$ cat src/rtl/logic_engine_pkg.sv
// Shared types, constants and helpers for the logic-engine responder.
package logic_engine_pkg;

  typedef enum logic [1:0] {
    IDLE      = 2'd0,
    BUSY      = 2'd1,
    ACK       = 2'd2,
    WAIT_DROP = 2'd3
  } state_t;

  localparam logic [31:0] DEFAULT_DATA = 32'hABCD_1234;
  localparam logic [31:0] ERR_DATA     = 32'hDEAD_BEEF;

  function automatic logic [31:0] sat_inc(
    input logic [31:0] v,
    input logic [31:0] lim
  );
    return (v >= lim) ? lim : v + 32'd1;
  endfunction

endpackage

$ cat src/rtl/logic_result_table.sv
// Result table: DEPTH x 32 register file, one sync write port,
// one combinational read port, reset to a fixed init word.
module logic_result_table
  import logic_engine_pkg::*;
#(
  parameter int unsigned DEPTH = 16,
  parameter logic [31:0] INIT  = 32'hABCD_1234,
  localparam int unsigned IW   = $clog2(DEPTH)
) (
  input  logic          clk,
  input  logic          rst_n,
  input  logic          we,
  input  logic [IW-1:0] widx,
  input  logic [31:0]   wdata,
  input  logic [IW-1:0] ridx,
  output logic [31:0]   rdata
);

  logic [31:0] mem [DEPTH];

  always_ff @(posedge clk) begin
    if (!rst_n) begin
      for (int i = 0; i < int'(DEPTH); i++) begin
        mem[i] <= INIT;
      end
    end else if (we) begin
      mem[widx] <= wdata;
    end
  end

  assign rdata = mem[ridx];

endmodule

$ cat src/rtl/logic_engine_responder.sv
// Logic-engine responder: fixed-latency req/ack slave returning
// words from a configurable table, with transaction statistics.
module logic_engine_responder
  import logic_engine_pkg::*;
#(
  parameter int unsigned LATENCY      = 2,
  parameter int unsigned DEPTH        = 16,
  parameter logic [31:0] DEFAULT_DATA = logic_engine_pkg::DEFAULT_DATA,
  parameter logic [31:0] ERR_DATA     = logic_engine_pkg::ERR_DATA,
  localparam int unsigned IW          = $clog2(DEPTH)
) (
  input  logic          clk,
  input  logic          rst_n,
  input  logic          req,
  input  logic [31:0]   addr,
  output logic          ack,
  output logic [31:0]   data,
  input  logic          cfg_we,
  input  logic [IW-1:0] cfg_idx,
  input  logic [31:0]   cfg_wdata,
  output logic          busy,
  output logic          err_addr,
  output logic [31:0]   req_count,
  output logic [15:0]   abort_count
);

  state_t      state;
  state_t      state_n;
  logic [31:0] addr_q;
  logic [7:0]  cnt;
  logic [31:0] rdata;
  logic        in_range;

  logic_result_table #(
    .DEPTH (DEPTH),
    .INIT  (DEFAULT_DATA)
  ) u_table (
    .clk   (clk),
    .rst_n (rst_n),
    .we    (cfg_we),
    .widx  (cfg_idx),
    .wdata (cfg_wdata),
    .ridx  (addr_q[IW+1:2]),
    .rdata (rdata)
  );

  assign in_range = (addr_q[31:IW+2] == '0);
  assign ack      = (state == ACK);
  assign busy     = (state == BUSY) || (state == ACK);

  always_ff @(posedge clk) begin
    if (!rst_n) begin
      state <= IDLE;
    end else begin
      state <= state_n;
    end
  end

  always_comb begin
    state_n = state;
    unique case (state)
      IDLE: begin
        if (req) state_n = BUSY;
      end
      BUSY: begin
        if (!req) state_n = IDLE;
        else if (cnt == 8'd0) state_n = ACK;
      end
      ACK: begin
        state_n = req ? WAIT_DROP : IDLE;
      end
      WAIT_DROP: begin
        if (!req) state_n = IDLE;
      end
      default: state_n = IDLE;
    endcase
  end

  // Table read sees pre-write contents, so a same-edge cfg write
  // to the served index returns the old word.
  always_ff @(posedge clk) begin
    if (!rst_n) begin
      addr_q      <= '0;
      cnt         <= '0;
      data        <= '0;
      err_addr    <= 1'b0;
      req_count   <= '0;
      abort_count <= '0;
    end else begin
      unique case (state)
        IDLE: begin
          if (req) begin
            addr_q <= addr;
            cnt    <= 8'(LATENCY);
          end
        end
        BUSY: begin
          if (!req) begin
            abort_count <= 16'(sat_inc({16'h0, abort_count},
                                       32'h0000_FFFF));
          end else if (cnt == 8'd0) begin
            data      <= in_range ? rdata : ERR_DATA;
            err_addr  <= err_addr | ~in_range;
            req_count <= sat_inc(req_count, 32'hFFFF_FFFF);
          end else begin
            cnt <= cnt - 8'd1;
          end
        end
        default: ;
      endcase
    end
  end

endmodule

$ cat config.mk
export PLATFORM = sky130hd
export DESIGN_NAME = logic_engine_responder
export DESIGN_NICKNAME = d
export VERILOG_FILES = /design/src/rtl/logic_engine_pkg.sv /design/src/rtl/logic_result_table.sv /design/src/rtl/logic_engine_responder.sv
export SDC_FILE = /design/constraint.sdc
export NUM_CORES = 1
export LEC_CHECK = 0
export BUFFER_PORTS_ARGS = -buffer_cell sky130_fd_sc_hd__buf_2
export CORE_MARGIN = 10
export CORE_UTILIZATION = 66
export DETAILED_ROUTE_END_ITERATION = 8
export PLACE_DENSITY = 0.88
export SYNTH_ARGS = -nofsm -noshare
export SYNTH_HDL_FRONTEND = slang
export SYNTH_SLANG_ARGS = --single-unit
$ cat constraint.sdc
create_clock -name clk -period 8.25 [get_ports clk]
set_input_delay 1.65 -clock clk [delete_from_list [all_inputs] [get_ports clk]]
set_output_delay 1.65 -clock clk [all_outputs]
set_load 0.01 [all_outputs]
==> run metrics, run 1 <==
status=completed; Die W=roughly 230 µm; CP Data Arrival Time=~4.1 ns; row count=between 70 and 80; die area=between 50000 and 60000 µm²; Hold Path Cell Cnt=2; Final period util=a little under half; Initial Util=about two thirds; GRT busiest layer=met2; Setup WS post-layout=roughly 4.4 ns; Place WS=~3.8 ns; Worst Tran Pin Value=around 1.4 ns; Post-DP HPWL=roughly 43000 µm; Max Cap Violations=0; Worst setup startpoint=rst_n; Period minus WS final=3.89 ns; total CTS buffers=61; wire per inst=~28 µm; post-synth top area cell=edfxtp_1; antenna violations before repair=6; routing usage on met3=under 10%; crit path capture type=flip-flop; WL final=76800 µm; worst reg2reg path endpoint=data[13]; Power Total=between 7 and 8 mW; Async SR Flop Fraction=0%; Util after Layout=74.4%; Core Area=around 42000 µm²; Yosys reg bits=~640; routability cong.=between 0.8 and 0.9; CTS clk-pin slew, worst paths=around 0.060 ns; synthesized net count=2181; Setup crit start kind=input pin; main flop type after synthesis=edfxtp_1; DR vias=about 19000; die height=between 200 and 250 µm; IO buf count=between 150 and 200; CTS root buf=clkbuf_16; hold_sp=addr_q[2]; Slew Limit Headroom=under 10%; Hold Fails Final Rpt=0; htree depth=2; setup TNS=0 ns; io pins=approximately 160; Mapped Cells=2101; Sink Count=between 600 and 700; Syn-to-layout area delta=10.4%; DR iter-0 viols=about 2800; worst reg2reg path depth=6; DP Area=29600 µm²; post-CTS setup buffers=0; yosys warns=0; first-pass GRT wire length=~120000 µm; Setup CP Type=in -> reg; Syn Std Cell Area=28400 µm²; Max Fclk=between 0.2 and 0.3 GHz; share of the synthesized area in the top cell type=~54%; CTS max path bufs=3; Nets=~2200; total track usage=29.6%; DRC=0; CTS tree=built; mean area per synthesized cell=between 10 and 15 µm²; Post-synth EDFFs=around 510; vias in the first global route=19430; worst vdd ir=0.168 mV; grt met1 use=37.1%; synth unique cells=between 60 and 70; fillcell total=about 2400; finished layout cell area=around 31000 µm²; PwrDens=between 200 and 250 nW/µm²; Worst Skew=approximately 0.019 ns; fraction of layout cells with a size suffix above 1=between 20% and 30%; GR Util met2=a little under half; hold bufs inserted after CTS=0; Crit path required time=approximately 8.5 ns; Synth area leaders=edfxtp_1 (54%), dfxtp_1 (8.8%), mux4_2 (7.6%); largest net degree at the start of global routing=92; DRT Pass-1 Iters=6; Post-CTS Resized=0; worst skew pair latency=~0.63 ns; Leak=11.1 nW; CP max FO=50; R2R Setup Slk=between 4 and 5 ns; post-DR vias/cell=roughly 7.0; final-report setup violation count=0; antenna viol nets, final=0; worst hold path type=reg -> reg; GRT Residual Overflow=0; RSZ-0062 raised after global routing=false; Seq/Total Area, Yosys=a little over three fifths; max-slew violations=0
## cell usage after synthesis (35+ instances only)
library cell / instances
clkbuf_1: 154
edfxtp_1: 512
nand2_1: 91
a21oi_1: 65
nor2_1: 49
xor2_1: 35
or3_1: 181
nand2b_1: 80
and3_1: 119
dfxtp_1: 125
mux4_2: 96
and2_1: 184
## worst max path at each step
| stage | cells past startpoint | end | slack [ns] |
|---|---|---|---|
| CTS | 7 | u_table.mem[0][24] | 4.44 |
| detailed placement | 7 | u_table.mem[0][1] | 3.80 |
| global route | 7 | u_table.mem[0][17] | 4.27 |
| finish | 7 | u_table.mem[0][1] | 4.36 |
| global placement | 7 | u_table.mem[0][11] | 3.85 |
| floorplan | 6 | u_table.mem[12][0] | 2.86 |
## routing by layer
metal / part of all wire, % / vias up
met5: 0.051 / -
met1: 33 / 9330
li1: - / 8044
met4: 4.7 / 8
met3: 14 / 283
met2: 48 / 1548
## where the power goes
| part | switching, mW | total [mW] | internal [mW] |
|---|---|---|---|
| Clock | 1.15 | 2.59 | 1.44 |
| Combinational | 0.468 | 0.735 | 0.266 |
| Sequential | 0.0969 | 3.75 | 3.66 |
| Total | 1.72 | 7.08 | 5.37 |
## stage by stage
step | instances | hold slack, ns
finish | 2754 | 0.448
global route | 2751 | 0.479
CTS | 2750 | 0.448
detailed placement | 2642 | 0.441
global placement | 2642 | 0.437
floorplan | 2101 | 0.436
## cells by family (layout without fill, tap and decap cells)
logic type	after synthesis	after routing	share of synthesized area [%]
AND/OR/NAND/NOR	805	805	16.7
flip-flops	637	637	62.9
AO/OA/AOI/OAI	244	244	5.74
buffers and inverters	204	314	3.01
multiplexers	163	163	10.1
XOR/XNOR	40	40	1.23
adder cells (fa/ha/maj)	8	8	0.352
other	0	4	0
## cell type report
class / instances / area (µm²) / share of cell area (%)
Antenna cell: 4 / 10.0 / 0.0319
Clock buffer: 89 / 1660 / 5.29
Clock inverter: 19 / 138 / 0.438
Inverter: 10 / 37.5 / 0.120
Multi-Input combinational cell: 1260 / 9890 / 31.5
Sequential cell: 637 / 17900 / 57.0
Tap cell: 539 / 674 / 2.15
Timing Repair Buffer: 196 / 1100 / 3.51
## worst max-delay path: stages
cell	delay [ns]
buf_2	0.19
nand2_1	0.13
or3_2	0.43
buf_4	0.33
nor3_2	0.18
buf_4	0.27
nand2b_2	0.87
## sequential cells by signal, summed over array words and instances (netlist names), named ones only
register / flops
abort_count: 16
addr_q: 30
cnt: 8
data: 32
err_addr: 1
req_count: 32
state: 2
u_table.mem: 512
## cell usage in the layout, fill, tap and decap left out, types with 21 or more instances in the layout
| cell | instances |
|---|---|
| mux2i_1 | 34 |
| a21oi_1 | 65 |
| edfxtp_1 | 512 |
| mux2_2 | 33 |
| a31oi_1 | 26 |
| buf_2 | 152 |
| dfxtp_1 | 123 |
| buf_4 | 43 |
| a22oi_1 | 33 |
| nor2_1 | 45 |
| clkbuf_1 | 25 |
| xor2_1 | 35 |
| and3_1 | 119 |
| or3_1 | 180 |
| nand2b_1 | 74 |
| clkbuf_16 | 61 |
| mux4_2 | 96 |
| a21oi_2 | 21 |
| nand4_1 | 23 |
| and2_1 | 184 |
| nand2_1 | 89 |
Note: power is estimated with default switching activity, not from simulation.
==> run 2, diff against run 1 <==
Settings changed: CORE_UTILIZATION 66 to 61, PLACE_DENSITY 0.88 to 0.83.
Clock period 8.25 ns to 3.8 ns, I/O delays scaled along.
==> run metrics, run 2 (synthesis results as in run 1) <==
CP max FO=25 (-50%); wire per inst=26.7 µm (-4.2%); worst vdd ir=0.321 mV (+91%); first-pass GRT wire length=116000 µm (-0.24%); R2R Setup Slk=1.03 ns (-3.54 ns); Largest Register=u_table.mem; fillcell total=2865 (+22%); Period minus WS final=about 2.8 ns; Non-Filler Instances=2873 (+4.3%); max-slew violations=0 (unchanged); Final period util=~73%; worst hold path type=in -> reg; IO buf count=152 (unchanged); largest net degree at the start of global routing=76 (-17%); htree depth=3 (+1); Setup crit start kind=flip-flop; Hold Fails Final Rpt=0 (unchanged); GRT Residual Overflow=0 (unchanged); Post-CTS Resized=0 (unchanged); total CTS buffers=66 (+8.2%); Setup CP Type=reg -> reg; Post-DP HPWL=46000 µm (+5.7%); hold bufs inserted after CTS=0 (unchanged); CTS tree=built; Post-Place Cells=2745 (+3.9%); antenna viol nets, final=0 (unchanged); vias in the first global route=19399 (-0.16%); DR iter-0 viols=2668 (-6.0%); Worst Tran Pin Value=1.26 ns (-0.135 ns); CP Data Arrival Time=3.29 ns (-0.84 ns); DRT Pass-1 Iters=6 (unchanged); Hold Path Cell Cnt=3 (+1); worst skew pair latency=0.61 ns (-0.02 ns); Power Total=16.1 mW (+130%); status=completed; Initial Util=61.3% (-6.0 points); die area=55700 µm² (+7.5%); die height=236 µm (+3.7%); Crit path required time=4.32 ns (-4.17 ns); fraction of layout cells with a size suffix above 1=22.7% (+1.6 points); most common cell after layout, fill and taps aside=edfxtp_1; Syn-to-layout area delta=13.2%; final-report setup violation count=0 (unchanged); DR vias=19381 (+0.87%); Leak=11.5 nW (+3.2%); Worst Hold End=addr_q[24]; Sink Count=637 (unchanged); Slew Limit Headroom=15.8% (+8.8 points); PwrDens=502 nW/µm² (+120%); most frequent cells in the layout=edfxtp_1 (512), and2_1 (184), or3_1 (180), buf_2 (152), dfxtp_1 (123); CTS clk-pin slew, worst paths=0.06 ns (about the same); post-DR vias/cell=6.75 (-3.3%); setup TNS=0 ns (unchanged); antenna violations before repair=10 (+4); worst reg2reg path depth=8 (+2); worst reg2reg path endpoint=req_count[29]; total track usage=26.8% (-2.9 points); io pins=155 (unchanged); post-CTS setup buffers=0 (unchanged); Nets=2286 (+1.8%); Hold Slack=0.399 ns (-0.0494 ns); max reg flops=512 (unchanged); finished layout cell area=32200 µm² (+2.5%); CTS max path bufs=3 (unchanged); WL final=76800 µm (about the same); crit path capture type=flip-flop; Core Area=46400 µm² (+9.8%); CTS root buf=clkbuf_16; Top Registers=u_table.mem (512), data (32), req_count (32); Die W=236 µm (+3.7%); DP Area=30000 µm² (+1.5%); RSZ-0062 raised after global routing=false; Reg2Reg Launch Point=state[1]; Max Cap Violations=0 (unchanged); Worst Skew=0.0223 ns (+0.00288 ns); routability cong.=0.896 (+4.8%); DRC=0 (unchanged); Max Fclk=0.361 GHz; hold_sp=addr[24]; register area=17900 µm² (unchanged); area of the multi-input gates=9890 µm² (about the same); row count=79 (+5.3%)
-- run 2: routing by layer --
metal | routed length, µm | global-route usage (%)
met3 | 10100 | 6.96
met4 | 2720 | 11.8
met2 | 36300 | 41.9
met5 | 61 | 0
met1 | 27600 | 34.7
-- run 2: critical path, stage by stage, from the launching register on --
cell and delay (ns):
dfxtp_1 0.36, inv_1 0.10, ha_1 0.38, and2_1 0.26, and4_1 0.21, buf_4 0.19
and2_1 0.37, nand4_4 0.53, a21oi_1 0.29
-- run 2: worst max path at each step --
stage | from | end | slack [ns] | cells after the start
2_1_floorplan | rst_n | u_table.mem[12][0] | -0.70 | 6
3_3_place_gp | rst_n | u_table.mem[0][28] | 0.81 | 7
3_5_place_dp | rst_n | u_table.mem[0][3] | 0.77 | 7
4_1_cts | state[1] | req_count[29] | 1.05 | 8
5_1_grt | state[1] | req_count[29] | 0.83 | 8
6_report | state[1] | req_count[29] | 1.03 | 8
-- run 2: stage by stage --
step | util [%] | setup slack, ns
floorplan | - | -0.700
finish | 69.4 | 1.03
CTS | 69.4 | 1.05
global route | 69.4 | 0.833
global placement | 64.8 | 0.813
detailed placement | 64.8 | 0.768
-- run 2: final cells by class --
class | instances | area share, %
sequential | 637 | 55.6
multi-input combinational | 1260 | 30.7
timing repair buffer | 231 | 4.56
clock inverter | 19 | 0.451
tap | 607 | 2.36
inverter | 10 | 0.117
clock buffer | 101 | 6.15
antenna | 8 | 0.0622
-- run 2: report_power, final --
part | switching [mW] | internal [mW]
combinational | 1.05 | 0.619
sequential | 0.193 | 7.94
clock | 2.62 | 3.73
==> run 3, diff against run 2 <==
Clock period 3.8 ns to 2.6 ns, I/O delays scaled along.
==> run metrics, run 3 (synthesis results as in run 1) <==
status=completed; DP Area=30400 µm² (+1.2%); Slew Limit Headroom=31.2% (+15 points); IO buf count=152 (unchanged); vias in the first global route=19546 (+0.76%); Leak=11.7 nW (+2.2%); Die W=236 µm (unchanged); routability cong.=0.867 (-3.3%); first-pass GRT wire length=118000 µm (+2.0%); largest net degree at the start of global routing=76 (unchanged); Top delay family on crit path=simple AND/OR/NAND/NOR gates; final-report setup violation count=0 (unchanged); Post-DP HPWL=47700 µm (+3.8%); die height=236 µm (unchanged); DRC=0 (unchanged); Top Registers=u_table.mem (512), data (32), req_count (32); RSZ-0062 raised after global routing=false; register area=17900 µm² (unchanged); htree depth=3 (unchanged); PwrDens=730 nW/µm² (+46%); row count=79 (unchanged); Nets=2320 (+1.5%); Worst Skew=0.0240 ns (+0.00171 ns); CTS max path bufs=3 (unchanged); CTS root buf=clkbuf_16; crit path capture type=flip-flop; Max Fclk=0.434 GHz (+20%); finished layout cell area=32600 µm² (+1.2%); CTS tree=built; fraction of layout cells with a size suffix above 1=24.3% (+1.6 points); met3 WL=9310 µm (-7.8%); Post-CTS Resized=0 (unchanged); Met1 Routed Length=27800 µm (+0.84%); DR vias=19285 (-0.50%); most frequent cells in the layout=edfxtp_1 (512), and2_1 (184), or3_1 (180), buf_2 (152), dfxtp_1 (123); wire per inst=26.7 µm (about the same); Worst Tran Pin Value=1.03 ns (-0.231 ns); Largest Register=u_table.mem; CP Data Arrival Time=2.81 ns (-0.48 ns); Top Metal Used=met5; post-CTS setup buffers=0 (unchanged); total track usage=27.3% (+0.57 points); Setup CP Type=reg -> reg; Final period util=88.7% (+16 points); CP max FO=25 (unchanged); Sink Count=637 (unchanged); Core Area=46400 µm² (unchanged); hold bufs inserted after CTS=0 (unchanged); area of the multi-input gates=9900 µm² (+0.10%); max incr delay on CP=0.47 ns (-0.06 ns); Crit path required time=3.11 ns (-1.21 ns); CTS clk-pin slew, worst paths=0.06 ns (about the same); worst skew pair latency=0.59 ns (-0.02 ns); Period minus WS final=2.31 ns (-0.466 ns); slowest cell on the critical path=nand4_4; antenna violations before repair=3 (-7); antenna viol nets, final=0 (unchanged); DR iter-0 viols=2383 (-11%); die area=55700 µm² (unchanged); max-slew violations=0 (unchanged); fillcell total=2835 (-1.0%); Syn-to-layout area delta=14.6%; CP Buf/Inv Count=1 (-1); post-DR vias/cell=6.64 (-1.6%); most common cell after layout, fill and taps aside=edfxtp_1; Max Cap Violations=0 (unchanged); WL final=77500 µm (+0.98%); worst hold path type=in -> reg; Hold Fails Final Rpt=0 (unchanged); GRT Residual Overflow=0 (unchanged); met2 wire len=37300 µm (+2.8%); Util after Layout=70.3% (+0.85 points); io pins=155 (unchanged); Initial Util=61.3% (unchanged); DRT Pass-1 Iters=5 (-1); total CTS buffers=66 (unchanged); CP Cell Sequence=inv_1 -> ha_1 -> nor3b_2 -> and4_1 -> and2_1 -> nand4_4 -> a21oi_1; max reg flops=512 (unchanged); Setup crit start kind=flip-flop; worst vdd ir=0.615 mV (+91%)
[run 3: cell types whose count changed in the layout (fill, tap and decap cells not counted), sizes merged]
cell | before | now
clkinv | 14 | 15
buf | 231 | 265
clkbuf | 101 | 102
clkinvlp | 3 | 0
diode | 8 | 5
bufinv | 2 | 3
[run 3: worst min-delay path, cell delays in order]
cell	delay, ns
buf_2	0.10
nand2_1	0.05
a21oi_1	0.05
[run 3: through the flow]
stage | power (mW) | setup WS [ns] | hold WS [ns] | std cells | setup TNS (ns)
2_1_floorplan | 13.5 | -0.602 | 0.436 | 2101 | -110.58
3_3_place_gp | 14.3 | 0.182 | 0.438 | 2779 | 0
3_5_place_dp | 14.5 | 0.144 | 0.446 | 2779 | 0
4_1_cts | 23.8 | 0.286 | 0.158 | 2899 | 0
5_1_grt | 24.4 | 0.121 | 0.182 | 2901 | 0
6_report | 23.8 | 0.295 | 0.179 | 2904 | 0
[run 3: final timing paths]
path,start,end,slack [ns],cells after the start
setup / recovery,cnt[0],req_count[31],0.29,7
hold / removal,addr[20],addr_q[20],0.18,3
setup reg to reg,cnt[0],req_count[31],0.29,7
hold reg to reg,addr_q[3],flip-flop,0.45,2
[run 3: final cells by class]
class                      instances  area share, %
clock buffer                     102           6.11
sequential                       637           54.9
antenna                            5         0.0384
timing repair buffer             265           5.59
inverter                          10          0.115
multi-input combinational       1260           30.4
clock inverter                    18          0.522
tap                              607           2.33
[run 3: metal layers]
metal	up-vias	global-route usage (%)
met5	-	0
met4	2	12.3
met3	225	6.79
met2	1271	43.8
met1	9594	34.7
li1	8193	-
[run 3: report_power, final]
part	switching [mW]	internal (mW)	total (mW)	leakage, nW
combinational	1.52	0.958	2.48	4.62
sequential	0.268	11.6	11.9	6.02
clock	3.85	5.58	9.43	1.08
